==> config.mk <==
export PLATFORM = sky130hd
export DESIGN_NAME = psw_ctl
export DESIGN_NICKNAME = d
export VERILOG_FILES = /design/src/rtl/pdp11_psw_pkg.sv /design/src/rtl/psw_trace_fsm.sv /design/src/rtl/psw_ctl.sv
export SDC_FILE = /design/constraint.sdc
export NUM_CORES = 1
export LEC_CHECK = 0
export BUFFER_PORTS_ARGS = -buffer_cell sky130_fd_sc_hd__buf_2
export CAP_MARGIN = 20
export CORE_ASPECT_RATIO = 1.1
export CORE_MARGIN = 10
export CORE_UTILIZATION = 30
export DETAILED_ROUTE_END_ITERATION = 10
export PLACE_DENSITY = 0.68
export SETUP_SLACK_MARGIN = 0.4
export SKIP_CTS_REPAIR_TIMING = 1
export SLEW_MARGIN = 20
export SYNTH_ARGS = -nofsm -noshare
export SYNTH_HDL_FRONTEND = slang
export SYNTH_HIERARCHICAL = 1
export SYNTH_SLANG_ARGS = --single-unit
==> constraint.sdc <==
create_clock -name clk -period 1.63 [get_ports clk]
set_input_delay 0.163 -clock clk [delete_from_list [all_inputs] [get_ports clk]]
set_output_delay 0.163 -clock clk [all_outputs]
set_load 0.01 [all_outputs]
==> src/rtl/pdp11_psw_pkg.sv <==
// Shared PSW definitions: field positions, mode and address encodings,
// trace-FSM state codes and a helper that clears the reserved bits.
package pdp11_psw_pkg;

    localparam int PSW_CM_HI   = 15;
    localparam int PSW_CM_LO   = 14;
    localparam int PSW_PM_HI   = 13;
    localparam int PSW_PM_LO   = 12;
    localparam int PSW_PRI_HI  = 7;
    localparam int PSW_PRI_LO  = 5;
    localparam int PSW_T       = 4;
    localparam int PSW_CC_HI   = 3;
    localparam int PSW_CC_LO   = 0;

    localparam logic [1:0] MODE_KERNEL = 2'b00;
    localparam logic [1:0] MODE_SUPER  = 2'b01;
    localparam logic [1:0] MODE_USER   = 2'b11;

    localparam logic [12:0] PSW_ADDR_LO = 13'o17776;
    localparam logic [12:0] PSW_ADDR_HI = 13'o17777;

    localparam logic [1:0] T_IDLE    = 2'd0;
    localparam logic [1:0] T_ARMED   = 2'd1;
    localparam logic [1:0] T_INHIBIT = 2'd2;

    // Bits [11:8] of the PSW do not exist and always read as zero.
    function automatic logic [15:0] pswClean(input logic [15:0] p);
        return {p[15:12], 4'b0000, p[7:0]};
    endfunction

endpackage

==> src/rtl/psw_trace_fsm.sv <==
// Trace-trap sequencer: arms at instruction fetch when T is set and raises a
// one-cycle trace request after that instruction completes.
module psw_trace_fsm
    import pdp11_psw_pkg::*;
(
    input  logic clk,
    input  logic reset,
    input  logic i_tBit,
    input  logic i_instrStart,
    input  logic i_instrDone,
    input  logic i_trapLd,
    input  logic i_rttLd,
    output logic o_traceReq
);

    logic [1:0] r_state;
    logic       r_traceReq;
    logic [1:0] w_base;
    logic [1:0] w_nextState;
    logic       w_fire;

    // Next state: trap and RTT override instruction events; completion of the
    // current instruction is resolved before the next fetch is considered.
    always_comb begin
        w_base      = ((r_state == T_ARMED) || (r_state == T_INHIBIT)) ? r_state : T_IDLE;
        w_nextState = w_base;
        w_fire      = 1'b0;
        if (i_trapLd) begin
            w_nextState = T_IDLE;
        end else if (i_rttLd) begin
            w_nextState = T_INHIBIT;
        end else begin
            if (i_instrDone && (w_base == T_ARMED)) begin
                w_fire      = 1'b1;
                w_nextState = T_IDLE;
            end
            if (i_instrStart) begin
                if (w_nextState == T_INHIBIT) begin
                    w_nextState = T_IDLE;
                end else if ((w_nextState == T_IDLE) && i_tBit) begin
                    w_nextState = T_ARMED;
                end
            end
        end
    end

    // State and registered trace request.
    always_ff @(posedge clk) begin
        if (reset) begin
            r_state    <= T_IDLE;
            r_traceReq <= 1'b0;
        end else begin
            r_state    <= w_nextState;
            r_traceReq <= w_fire;
        end
    end

    assign o_traceReq = r_traceReq;

endmodule

==> src/rtl/psw_ctl.sv <==
// PDP-11 processor status word: prioritised update mux for trap, RTI/RTT,
// I/O-page writes, SPL and condition codes, plus the trace-trap sequencer.
module psw_ctl
    import pdp11_psw_pkg::*;
(
    input  logic        clk,
    input  logic        reset,
    input  logic [12:0] iopage_addr,
    input  logic [15:0] data_in,
    input  logic        iopage_wr,
    input  logic        iopage_byte_op,
    input  logic        cc_wr,
    input  logic [3:0]  cc_in,
    input  logic        spl_wr,
    input  logic [2:0]  spl_in,
    input  logic        trap_ld,
    input  logic [15:0] trap_psw,
    input  logic        rti_ld,
    input  logic        rtt,
    input  logic [15:0] stk_psw,
    input  logic        instr_start,
    input  logic        instr_done,
    output logic [15:0] psw,
    output logic        psw_sel,
    output logic        trace_req
);

    logic [15:0] r_psw;
    logic        r_ccSup;
    logic [15:0] w_pswNext;
    logic        w_ioWr;
    logic        w_kernel;
    logic        w_loByte;
    logic        w_hiByte;
    logic        w_unusedBits;

    assign psw_sel  = (iopage_addr == PSW_ADDR_LO) || (iopage_addr == PSW_ADDR_HI);
    assign w_ioWr   = iopage_wr && psw_sel;
    assign w_kernel = (r_psw[PSW_CM_HI:PSW_CM_LO] == MODE_KERNEL);
    assign w_loByte = !iopage_byte_op || (iopage_addr == PSW_ADDR_LO);
    assign w_hiByte = !iopage_byte_op || (iopage_addr == PSW_ADDR_HI);

    // Trap vector bits 13:8 and the reserved/T bits of I/O data never reach the PSW.
    assign w_unusedBits = ^{trap_psw[13:8], data_in[11:8], data_in[4]};

    // Single prioritised update per cycle; a lower-priority request is dropped
    // whenever a higher one is present, even if the higher one changes nothing.
    always_comb begin
        w_pswNext = r_psw;
        if (trap_ld) begin
            w_pswNext = {trap_psw[PSW_CM_HI:PSW_CM_LO], r_psw[PSW_CM_HI:PSW_CM_LO],
                         4'b0000, trap_psw[7:0]};
        end else if (rti_ld) begin
            if (w_kernel) begin
                w_pswNext = pswClean(stk_psw);
            end else begin
                w_pswNext = {r_psw[15:12] | stk_psw[15:12], 4'b0000,
                             r_psw[PSW_PRI_HI:PSW_PRI_LO], stk_psw[4:0]};
            end
        end else if (w_ioWr) begin
            if (w_hiByte) begin
                w_pswNext[15:12] = data_in[15:12];
            end
            if (w_loByte) begin
                w_pswNext[PSW_PRI_HI:PSW_PRI_LO] = data_in[PSW_PRI_HI:PSW_PRI_LO];
                w_pswNext[PSW_CC_HI:PSW_CC_LO]   = data_in[PSW_CC_HI:PSW_CC_LO];
            end
        end else if (spl_wr) begin
            if (w_kernel) begin
                w_pswNext[PSW_PRI_HI:PSW_PRI_LO] = spl_in;
            end
        end else if (cc_wr && !r_ccSup) begin
            w_pswNext[PSW_CC_HI:PSW_CC_LO] = cc_in;
        end
    end

    // PSW register and the flag that blocks ALU cc updates after a PSW write
    // until the next instruction fetch.
    always_ff @(posedge clk) begin
        if (reset) begin
            r_psw   <= 16'o000000;
            r_ccSup <= 1'b0;
        end else begin
            r_psw <= pswClean(w_pswNext);
            if (w_ioWr) begin
                r_ccSup <= 1'b1;
            end else if (instr_start) begin
                r_ccSup <= 1'b0;
            end
        end
    end

    psw_trace_fsm uTraceFsm (
        .clk          (clk),
        .reset        (reset),
        .i_tBit       (r_psw[PSW_T]),
        .i_instrStart (instr_start),
        .i_instrDone  (instr_done),
        .i_trapLd     (trap_ld),
        .i_rttLd      (rti_ld && rtt),
        .o_traceReq   (trace_req)
    );

    assign psw = r_psw;

endmodule

==> impl_metrics.csv, run 1 <==
group,metric,value,unit
outcome,status,"completed",
logic_synthesis,yosysSeqAreaShare,28.4,%
detailed_routing,drc,0,
setup_path,cp.arrival,1480,ps
floorplan,dieArea,6610,µm²
clock_tree,cts_buffers,3,
detailed_routing,vias,1457,
logic_synthesis,synthTopCellsByCount,"nor2_1, dfxtp_1, nand2_1",
logic_synthesis,synthSimpleGateAreaFrac,31.2,%
power_and_ir_drop,ir_drop,0.000390,V
logic_synthesis,avgSynthCellArea,7.94,µm²
logic_synthesis,synth_most_common_cell,"nor2_1",
setup_path,critPathKind,"primary input to flip-flop",
logic_synthesis,synth_top_family_by_area,"compound AO/OA/AOI/OAI gates",
global_route,antenna_found_initial,0,
timing,maxSlewViolCount,0,
layout,post_route_cells_drive_above_1_share,53.2,%
placed_design,place_inst,275,
timing,rsz0062_at_grt,"true",
floorplan,start_util,31.1,%
logic_synthesis,netlist-cell-type-count,44,
logic_synthesis,ys.flop_type,"dfxtp_1",
clock_tree,cts.reportedPaths.clkPinSlew,70,ps
power_and_ir_drop,p_per_area,608,nW/µm²
clock_tree,cts_tree,"built",
logic_synthesis,synthMuxAreaShare,2.66,%
layout,layout.cells.non_filler,287,
min_path,holdCritPathClass,"primary input to flip-flop",
global_route,grt_pass1_vias,1492,
timing,clock_skew,0.746,ps
logic_synthesis,synth_compound_area_share,31.4,%
clock_tree,htree_levels,1,
logic_synthesis,syn_inst,142,
logic_synthesis,yosys.area.top_type,"dfxtp_1",
setup_path,critPathMaxFanout,6,
logic_synthesis,synth_top_area_share,28.4,%
timing,setup_viol,0,
detailed_routing,routedWlPerCell,15.6,µm
logic_synthesis,ys_ff_latch,16,
detailed_routing,vias_per_cell,5.08,
run,cap_violations,0,
placed_design,gp_congestion,0.714,
layout,syn2layout_area_growth,70.6,%
detailed_routing,firstDrtPassIters,4,
logic_synthesis,synth_edf_count,0,
floorplan,core-area,3630,µm²
power_and_ir_drop,p_total,1170,µW
global_route,track_usage,12.8,%
logic_synthesis,synth_area_leaders,"dfxtp_1, nor2_1, a21oi_1",
clock_tree,cts_sinks,16,
timing,period_minus_slack,1360,ps
logic_synthesis,synth-xor-area-share,0,%
detailed_routing,drt_iter0_markers,59,
floorplan,die_y,84.3,µm
clock_tree,clockBufferDepth,2,
global_route,grt_max_degree,24,
floorplan,rows,23,
timing,finalCritPeriodShare,83.1,%
global_route,grt-ovfl-total,0,
layout,num_antenna_cells,0,
global_route,grt_pass1_wl,7.07,mm
setup_path,crit_required,1760,ps
detailed_routing,antenna_left,0,
logic_synthesis,yosys_warnings,6,
layout,fillCellCount,385,
layout,nets,317,
logic_synthesis,ys_async_sr_fraction,0,%
floorplan,io_pins,97,
placed_design,port_buffers,77,
detailed_routing,wirelength,4.48,mm
setup_path,startpoint_type,"primary input",
floorplan,fp.dieW,78.4,µm
setup_path,end_kind,"flip-flop",
timing,finalHoldViolCount,0,
placed_design,dp_hpwl,3.38,mm
timing,fin_tns_setup,0,ps
clock_tree,worstSkewPairLatency,250,ps
layout,final_util,53.0,%
logic_synthesis,syn-cell-area,1130,µm²
timing,max_freq,738,MHz
power_and_ir_drop,p_leak,0.000874,µW
clock_tree,clock_tree.root_cell,"clkbuf_8",
logic_synthesis,yosys.area_share.adder,0,%
## layout by cell type (no fill, tap or decap), types with 2 or more instances in the layout
cell,instances
a221oi_2,3
and3_1,2
conb_1,4
nand3b_1,2
nand3_1,3
a21o_1,3
nor3_1,7
buf_4,18
a21oi_1,9
nand2b_1,3
buf_2,68
a311oi_1,4
mux2i_1,2
a31oi_1,2
o21ai_4,2
a211o_1,3
nand3_4,2
nor4_1,2
a211oi_1,6
inv_1,2
dfxtp_1,14
buf_8,3
nand2_1,14
a21oi_2,2
clkbuf_8,4
nor2b_1,2
nor2_1,15
buf_6,8
a211oi_2,2
dfxtp_2,2
## per-stage QoR
step           area [µm²]  setup WS [ps]  hold WS, ps
2_1_floorplan        1200            113          235
4_1_cts              1740            212          134
3_5_place_dp         1680           7.29          402
3_3_place_gp         1680           11.3          396
6_report             1920            275          135
5_1_grt              1920            233          149
## cells by family after synthesis
kind of cell	after synthesis
mux	3
compound gates	45
other cells	1
buf+inv	12
simple gates	65
flops	16
## worst max-delay path, cell delays in order
cell      delay (ps)
buf_8             80
nand3_4           70
or4_4            620
o21ai_4          250
buf_4            150
buf_4            100
a211oi_1          50
## path summary, 6_finish.rpt
| path | startpoint | end | slack [ps] | cells after the start |
|---|---|---|---|---|
| setup / recovery | iopage_addr[7] | psw[12] | 270 | 7 |
| hold / removal | trap_psw[4] | psw[4] | 140 | 3 |
| setup reg to reg | psw[15] | psw[7] | 340 | 5 |
| hold reg to reg | r_ccSup | r_ccSup | 490 | 2 |
## sequential cells by signal, summed over array words and instances, names as in the netlist
name                  flops
psw                      12
r_ccSup                   1
uTraceFsm/o_traceReq      1
uTraceFsm/r_state         2
## per-layer routing
metal | part of all wire, % | track usage (%) | routed length, µm | vias up
li1 | - | - | - | 716
met3 | 8.2 | 5.22 | 368 | 7
met4 | 1.1 | 3.75 | 51 | 0
met5 | 0 | 0 | 0 | -
met1 | 42 | 14.1 | 1880 | 676
met2 | 49 | 21.9 | 2180 | 58
## area by class of cell
| cell class | count | area, µm² | share of cell area, % |
|---|---|---|---|
| multi-input combinational | 117 | 845 | 43.9 |
| timing repair buffer | 98 | 631 | 32.8 |
| sequential | 16 | 323 | 16.8 |
| tap | 50 | 62.6 | 3.25 |
| clock buffer | 4 | 55.1 | 2.86 |
| inverter | 2 | 7.51 | 0.390 |
## power breakdown
part / switching [µW] / total, µW / internal, µW / leakage, µW
clock: 145 / 360 / 215 / 0.0000288
sequential: 22.0 / 442 / 420 / 0.000133
combinational: 175 / 366 / 192 / 0.000712
No activity file was read; power rests on OpenSTA's default activity.
==> run 2, diff against run 1 <==
--- a/config.mk
+++ b/config.mk
@@ -5,13 +5,14 @@
 export SDC_FILE = /design/constraint.sdc
 export NUM_CORES = 1
 export LEC_CHECK = 0
+export ABC_AREA = 1
 export BUFFER_PORTS_ARGS = -buffer_cell sky130_fd_sc_hd__buf_2
 export CAP_MARGIN = 20
 export CORE_ASPECT_RATIO = 1.1
 export CORE_MARGIN = 10
 export CORE_UTILIZATION = 30
 export DETAILED_ROUTE_END_ITERATION = 10
-export PLACE_DENSITY = 0.68
+export PLACE_DENSITY = 0.66
 export SETUP_SLACK_MARGIN = 0.4
 export SKIP_CTS_REPAIR_TIMING = 1
 export SLEW_MARGIN = 20
==> constraint.sdc (replaced) <==
create_clock -name clk -period 1.09 [get_ports clk]
set_input_delay 0.109 -clock clk [delete_from_list [all_inputs] [get_ports clk]]
set_output_delay 0.109 -clock clk [all_outputs]
set_load 0.01 [all_outputs]
==> run 2 against run 1 <==
Compared with the run above: wire length up 5.4%; first-iteration DRC count is 27% lower; highest routed layer unchanged; cell count grew 16%; critical endpoint is now psw[5]; synthesized area is 11% higher; sequential power grew 52%; sequential cell count unchanged; global-route usage decreased by 1.2 points; the flow now finishes with violations (setup timing); die area up 8.2%; non-clock buffer count up 2; combinational power increased by 85%.
==> impl_metrics.csv, run 2 <==
group,metric,value,unit
placed_design,port_buffers,77,
logic_synthesis,synth_top_area_share,25.6,%
logic_synthesis,syn-cell-area,1250,µm²
placed_design,gp_congestion,0.734,
layout,layout.cells.non_filler,332,
logic_synthesis,synth_area_leaders,"dfxtp_1, nand3_1, nand2_1",
setup_path,critPathKind,"primary input to flip-flop",
timing,fin_ws,-23.4,ps
timing,rsz0062_at_grt,"true",
logic_synthesis,syn_inst,181,
floorplan,io_pins,97,
setup_path,reg2reg_depth,8,
setup_path,critPathSlowestCell,"nor2_2",
timing,clock_skew,2.14,ps
timing,maxSlewViolCount,0,
setup_path,startpoint_type,"primary input",
timing,finalHoldViolCount,0,
power_and_ir_drop,p_total,1790,µW
global_route,grt_pass1_vias,1595,
clock_tree,cts.reportedPaths.clkPinSlew,60,ps
global_route,grt_max_degree,13,
power_and_ir_drop,p_per_area,806,nW/µm²
logic_synthesis,synthTopCellsByCount,"nand2_1, inv_1, nand3_1",
floorplan,dieArea,7150,µm²
layout,largest_register_ffs,12,
clock_tree,cts_tree,"built",
timing,setup_viol,2,
power_and_ir_drop,p_leak,0.00103,µW
logic_synthesis,ys_async_sr_fraction,0,%
logic_synthesis,ys_ff_latch,16,
clock_tree,clock_tree.root_cell,"clkbuf_8",
min_path,hold_path_depth,2,
layout,nets,361,
clock_tree,htree_levels,1,
layout,num_antenna_cells,0,
detailed_routing,routedWlPerCell,14.2,µm
setup_path,crit_required,1230,ps
timing,worstMarginPinSlew,532,ps
global_route,grt_pass1_wl,6.71,mm
clock_tree,cts_buffers,3,
placed_design,place_inst,325,
detailed_routing,antenna_left,0,
timing,max_freq,898,MHz
floorplan,start_util,31.3,%
setup_path,rrSetupSlack,30,ps
global_route,antenna_found_initial,0,
floorplan,fp.dieW,81.5,µm
logic_synthesis,avgSynthCellArea,6.91,µm²
logic_synthesis,yosysSeqAreaShare,25.6,%
detailed_routing,wirelength,4.73,mm
detailed_routing,firstDrtPassIters,4,
placed_design,place_ws,-267,ps
outcome,failed_checks,"setup timing",
setup_path,cp.arrival,1260,ps
clock_tree,clockBufferDepth,2,
logic_synthesis,synth_edf_count,0,
power_and_ir_drop,ir_drop,0.000692,V
detailed_routing,drc,0,
run,cap_violations,0,
floorplan,core-area,3990,µm²
detailed_routing,drt_iter0_markers,43,
layout,syn2layout_area_growth,77.3,%
logic_synthesis,synth_most_common_cell,"nand2_1",
min_path,holdCritPathClass,"primary input to flip-flop",
floorplan,die_y,87.7,µm
setup_path,critPathLaunch,"iopage_addr[1]",
min_path,whs_endpoint,"r_ccSup",
outcome,status,"complete, but fails checks",
layout,final_cell_mix,"buf_2, nand2_1, buf_4, buf_6, inv_1",
min_path,hp-start,"reset",
floorplan,rows,24,
setup_path,end_kind,"flip-flop",
setup_path,critical_path.max_stage_delay,170,ps
logic_synthesis,yosys.area.top_type,"dfxtp_1",
placed_design,dp_hpwl,3.68,mm
setup_path,timing.rr.start,"psw[14]",
setup_path,r2r-end,"psw[6]",
logic_synthesis,netlist-cell-type-count,33,
global_route,track_usage,11.6,%
timing,finalCritPeriodShare,102,%
logic_synthesis,yosys_warnings,6,
clock_tree,worstSkewPairLatency,240,ps
layout,mostFrequentLayoutCell,"buf_2",
layout,post_route_cells_drive_above_1_share,65.0,%
setup_path,critPathMaxFanout,6,
detailed_routing,vias_per_cell,4.65,
timing,whs,50.2,ps
setup_path,worstPathCellList,"buf_2 > nand2_1 > nor2_2 > nand3_4 > nand2_8 > buf_12 > nand2_4 > nand3_1 > nand3b_1 > a21oi_2 > nor2_1",
clock_tree,cts_sinks,16,
timing,period_minus_slack,1110,ps
detailed_routing,vias,1544,
logic_synthesis,ys.flop_type,"dfxtp_1",
global_route,grt-ovfl-total,0,
timing,slew_headroom,64.5,%
run 2: cell types whose count changed after synthesis, moves of 5 or more:
| cell | delta |
|---|---|
| a311oi_1 | -5 |
| a211oi_1 | -7 |
| nand3_1 | +16 |
| nand2_1 | +15 |
| inv_1 | +20 |
| nor3_1 | -6 |
run 2: cell families after synthesis:
logic type | after synthesis | share of synthesized area, %
and+or+nand+nor | 102 | 46.3
buffers and inverters | 35 | 12.9
DFF | 16 | 25.6
AOI/OAI and AO/OA | 27 | 14.8
other | 1 | 0.300
run 2: report_power, final:
part | leakage [µW] | total [µW] | internal [µW] | switching (µW)
sequential | 0.000136 | 672 | 638 | 34.2
clock | 0.0000216 | 435 | 245 | 191
combinational | 0.000870 | 678 | 345 | 333
total | 0.00103 | 1790 | 1230 | 558
run 2: critical path, delay by kind of cell:
family | cells | cell delay [ps]
AO/OA/AOI/OAI | 1 | 120
AND/OR/NAND/NOR | 8 | 820
buffers and inverters | 2 | 210
run 2: how the worst max path moves through the flow:
stage | endpoint | slack (ps)
4_1_cts | psw[6] | -10
3_5_place_dp | psw[3] | -270
6_report | psw[5] | -20
5_1_grt | psw[7] | -130
3_3_place_gp | psw[3] | -230
2_1_floorplan | psw[0] | -100
run 2: layout make-up:
| type | count | area (µm²) |
|---|---|---|
| Fill cell | 392 | 1780 |
| Multi-Input combinational cell | 134 | 986 |
| Timing Repair Buffer | 100 | 676 |
| Sequential cell | 16 | 337 |
| Inverter | 27 | 111 |
| Tap cell | 52 | 65.1 |
| Clock buffer | 3 | 41.3 |
run 2: metal layers:
metal  vias to the layer above  share of wire, %  track usage (%)
met4                         0               3.5             2.05
met3                        14               6.2             4.71
met1                       694                34             10.9
li1                        793                 -                -
met2                        43                57             22.9
met5                         -                 0                0
run 2: stage by stage:
| step | area (µm²) | TNS [ps] | util (%) |
|---|---|---|---|
| 3_5_place_dp | 1830 | -2520 | 45.9 |
| 6_report | 2220 | -39.3 | 55.5 |
| 4_1_cts | 1870 | -47.7 | 46.9 |
| 2_1_floorplan | 1300 | -897 | - |
| 5_1_grt | 2220 | -438 | 55.5 |
| 3_3_place_gp | 1830 | -2170 | 45.9 |
==> run 3, diff against run 2 <==
--- a/config.mk
+++ b/config.mk
@@ -20,3 +20,4 @@
 export SYNTH_HDL_FRONTEND = slang
 export SYNTH_HIERARCHICAL = 1
 export SYNTH_SLANG_ARGS = --single-unit
+export TNS_END_PERCENT = 20
==> run 3 against run 2 <==
Compared with the run above: wire length decreased by 4.2%; non-clock buffer count decreased by 3; the flow now finishes without violations; via count decreased by 2.8%; worst hold slack got worse by 6.3 ps; combinational power decreased by 8.0%; sequential share of layout area increased by 0.83 points; count of clock-buffer cells in the layout increased by 1; core utilization decreased by 3.4 points; fmax increased by 4.9%; die area unchanged; clock skew increased by 1.8 ps.
==> impl_metrics.csv, run 3 (synthesis gave the netlist of run 2 again) <==
group,metric,value,unit
floorplan,dieArea,7150,µm²
timing,setup_viol,0,
global_route,antenna_found_initial,0,
clock_tree,cts_sinks,16,
min_path,hold_path_depth,2,
setup_path,cp.arrival,1210,ps
timing,finalCritPeriodShare,97.4,%
global_route,grt_pass1_vias,1545,
run,cap_violations,0,
setup_path,path_common_cell,"inv_2",
timing,rsz0062_at_grt,"true",
layout,syn2layout_area_growth,66.3,%
power_and_ir_drop,p_leak,0.000992,µW
floorplan,die_y,87.7,µm
power_and_ir_drop,ir_drop,0.000437,V
setup_path,crit_required,1240,ps
floorplan,io_pins,97,
power_and_ir_drop,p_total,1840,µW
clock_tree,worstSkewPairLatency,250,ps
setup_path,critPathSlowestCell,"dfxtp_2",
detailed_routing,drc,0,
floorplan,fp.dieW,81.5,µm
timing,maxSlewViolCount,0,
layout,post_route_cells_drive_above_1_share,62.1,%
layout,nets,357,
detailed_routing,wirelength,4.53,mm
timing,max_freq,942,MHz
layout,mostFrequentLayoutCell,"buf_2",
layout,layout.cells.non_filler,329,
outcome,status,"completed",
timing,finalHoldViolCount,0,
clock_tree,htree_levels,1,
global_route,track_usage,11.8,%
placed_design,placedInstanceArea,1810,µm²
timing,clock_skew,3.98,ps
global_route,grt_max_degree,13,
setup_path,critical_path.max_stage_delay,340,ps
detailed_routing,routedWlPerCell,13.8,µm
setup_path,critPathMaxFanout,3,
timing,period_minus_slack,1060,ps
setup_path,critPathKind,"flip-flop to flip-flop",
global_route,grt_pass1_wl,6.80,mm
setup_path,startpoint_type,"flip-flop",
clock_tree,cts.reportedPaths.clkPinSlew,70,ps
setup_path,reg2reg_depth,8,
clock_tree,clock_tree.root_cell,"clkbuf_8",
setup_path,end_kind,"flip-flop",
detailed_routing,vias_per_cell,4.56,
layout,num_antenna_cells,0,
layout,largest_register_ffs,12,
detailed_routing,firstDrtPassIters,4,
clock_tree,clockBufferDepth,2,
detailed_routing,vias,1501,
setup_path,worstPathCellList,"inv_2 > nand2_2 > inv_2 > nand3_1 > nand2_1 > nand3b_1 > a21oi_2 > nor2_1",
clock_tree,cts_tree,"built",
detailed_routing,drt_iter0_markers,60,
min_path,holdCritPathClass,"primary input to flip-flop",
power_and_ir_drop,p_per_area,883,nW/µm²
global_route,grt-ovfl-total,0,
floorplan,core-area,3990,µm²
placed_design,gp_congestion,0.765,
floorplan,rows,24,
layout,final_cell_mix,"buf_2, nand2_1, buf_4, nor2_1, inv_1",
detailed_routing,antenna_left,0,
timing,fin_tns_setup,0,ps
placed_design,place_inst,325,
floorplan,start_util,31.3,%
placed_design,port_buffers,77,
placed_design,dp_hpwl,3.78,mm
clock_tree,cts_buffers,3,
layout,stdcell_area,2080,µm²
==> run 3: final timing paths <==
check / start / to / slack (ps)
max: psw[14] / psw[5] / 30
min: reset / r_ccSup / 40
max reg2reg: psw[14] / psw[5] / 30
min reg2reg: psw[14] / psw[14] / 460
==> run 3: layout make-up <==
class	instances	area, µm²
multi-input cells	133	905
clock buffers	4	55.1
repair buffers	97	612
inverters	27	109
well taps	52	65.1
flip-flops and latches	16	333
fillers	410	1920
==> run 3: per-stage QoR <==
stage / hold WS [ps] / setup slack (ps) / utilization, %
after floorplan: 178 / -102 / -
after CTS: 47.3 / -26.3 / 46.6
after global routing: 39.3 / -71.6 / 52.0
after detailed placement: 321 / -247 / 45.2
final: 43.9 / 28.6 / 52.0
after global placement: 313 / -225 / 45.2
==> run 3: critical path, delay by kind of cell, from the launching register on <==
family | cells | cell delay [ps]
buf+inv | 2 | 90
simple gates | 5 | 420
flops | 1 | 340
compound gates | 1 | 120
==> run 3: layer usage <==
metal / GRT usage (%) / part of all wire, % / vias to the layer above
met5: 0 / 0 / -
li1: - / - / 785
met1: 11.9 / 36 / 673
met3: 5.23 / 7.5 / 4
met4: 2.36 / 0.31 / 0
met2: 21.8 / 56 / 39
==> run 3: power by group <==
part	switching, µW	internal [µW]	total, µW
combinational	311	313	624
clock	225	321	546
sequential	31.1	635	666
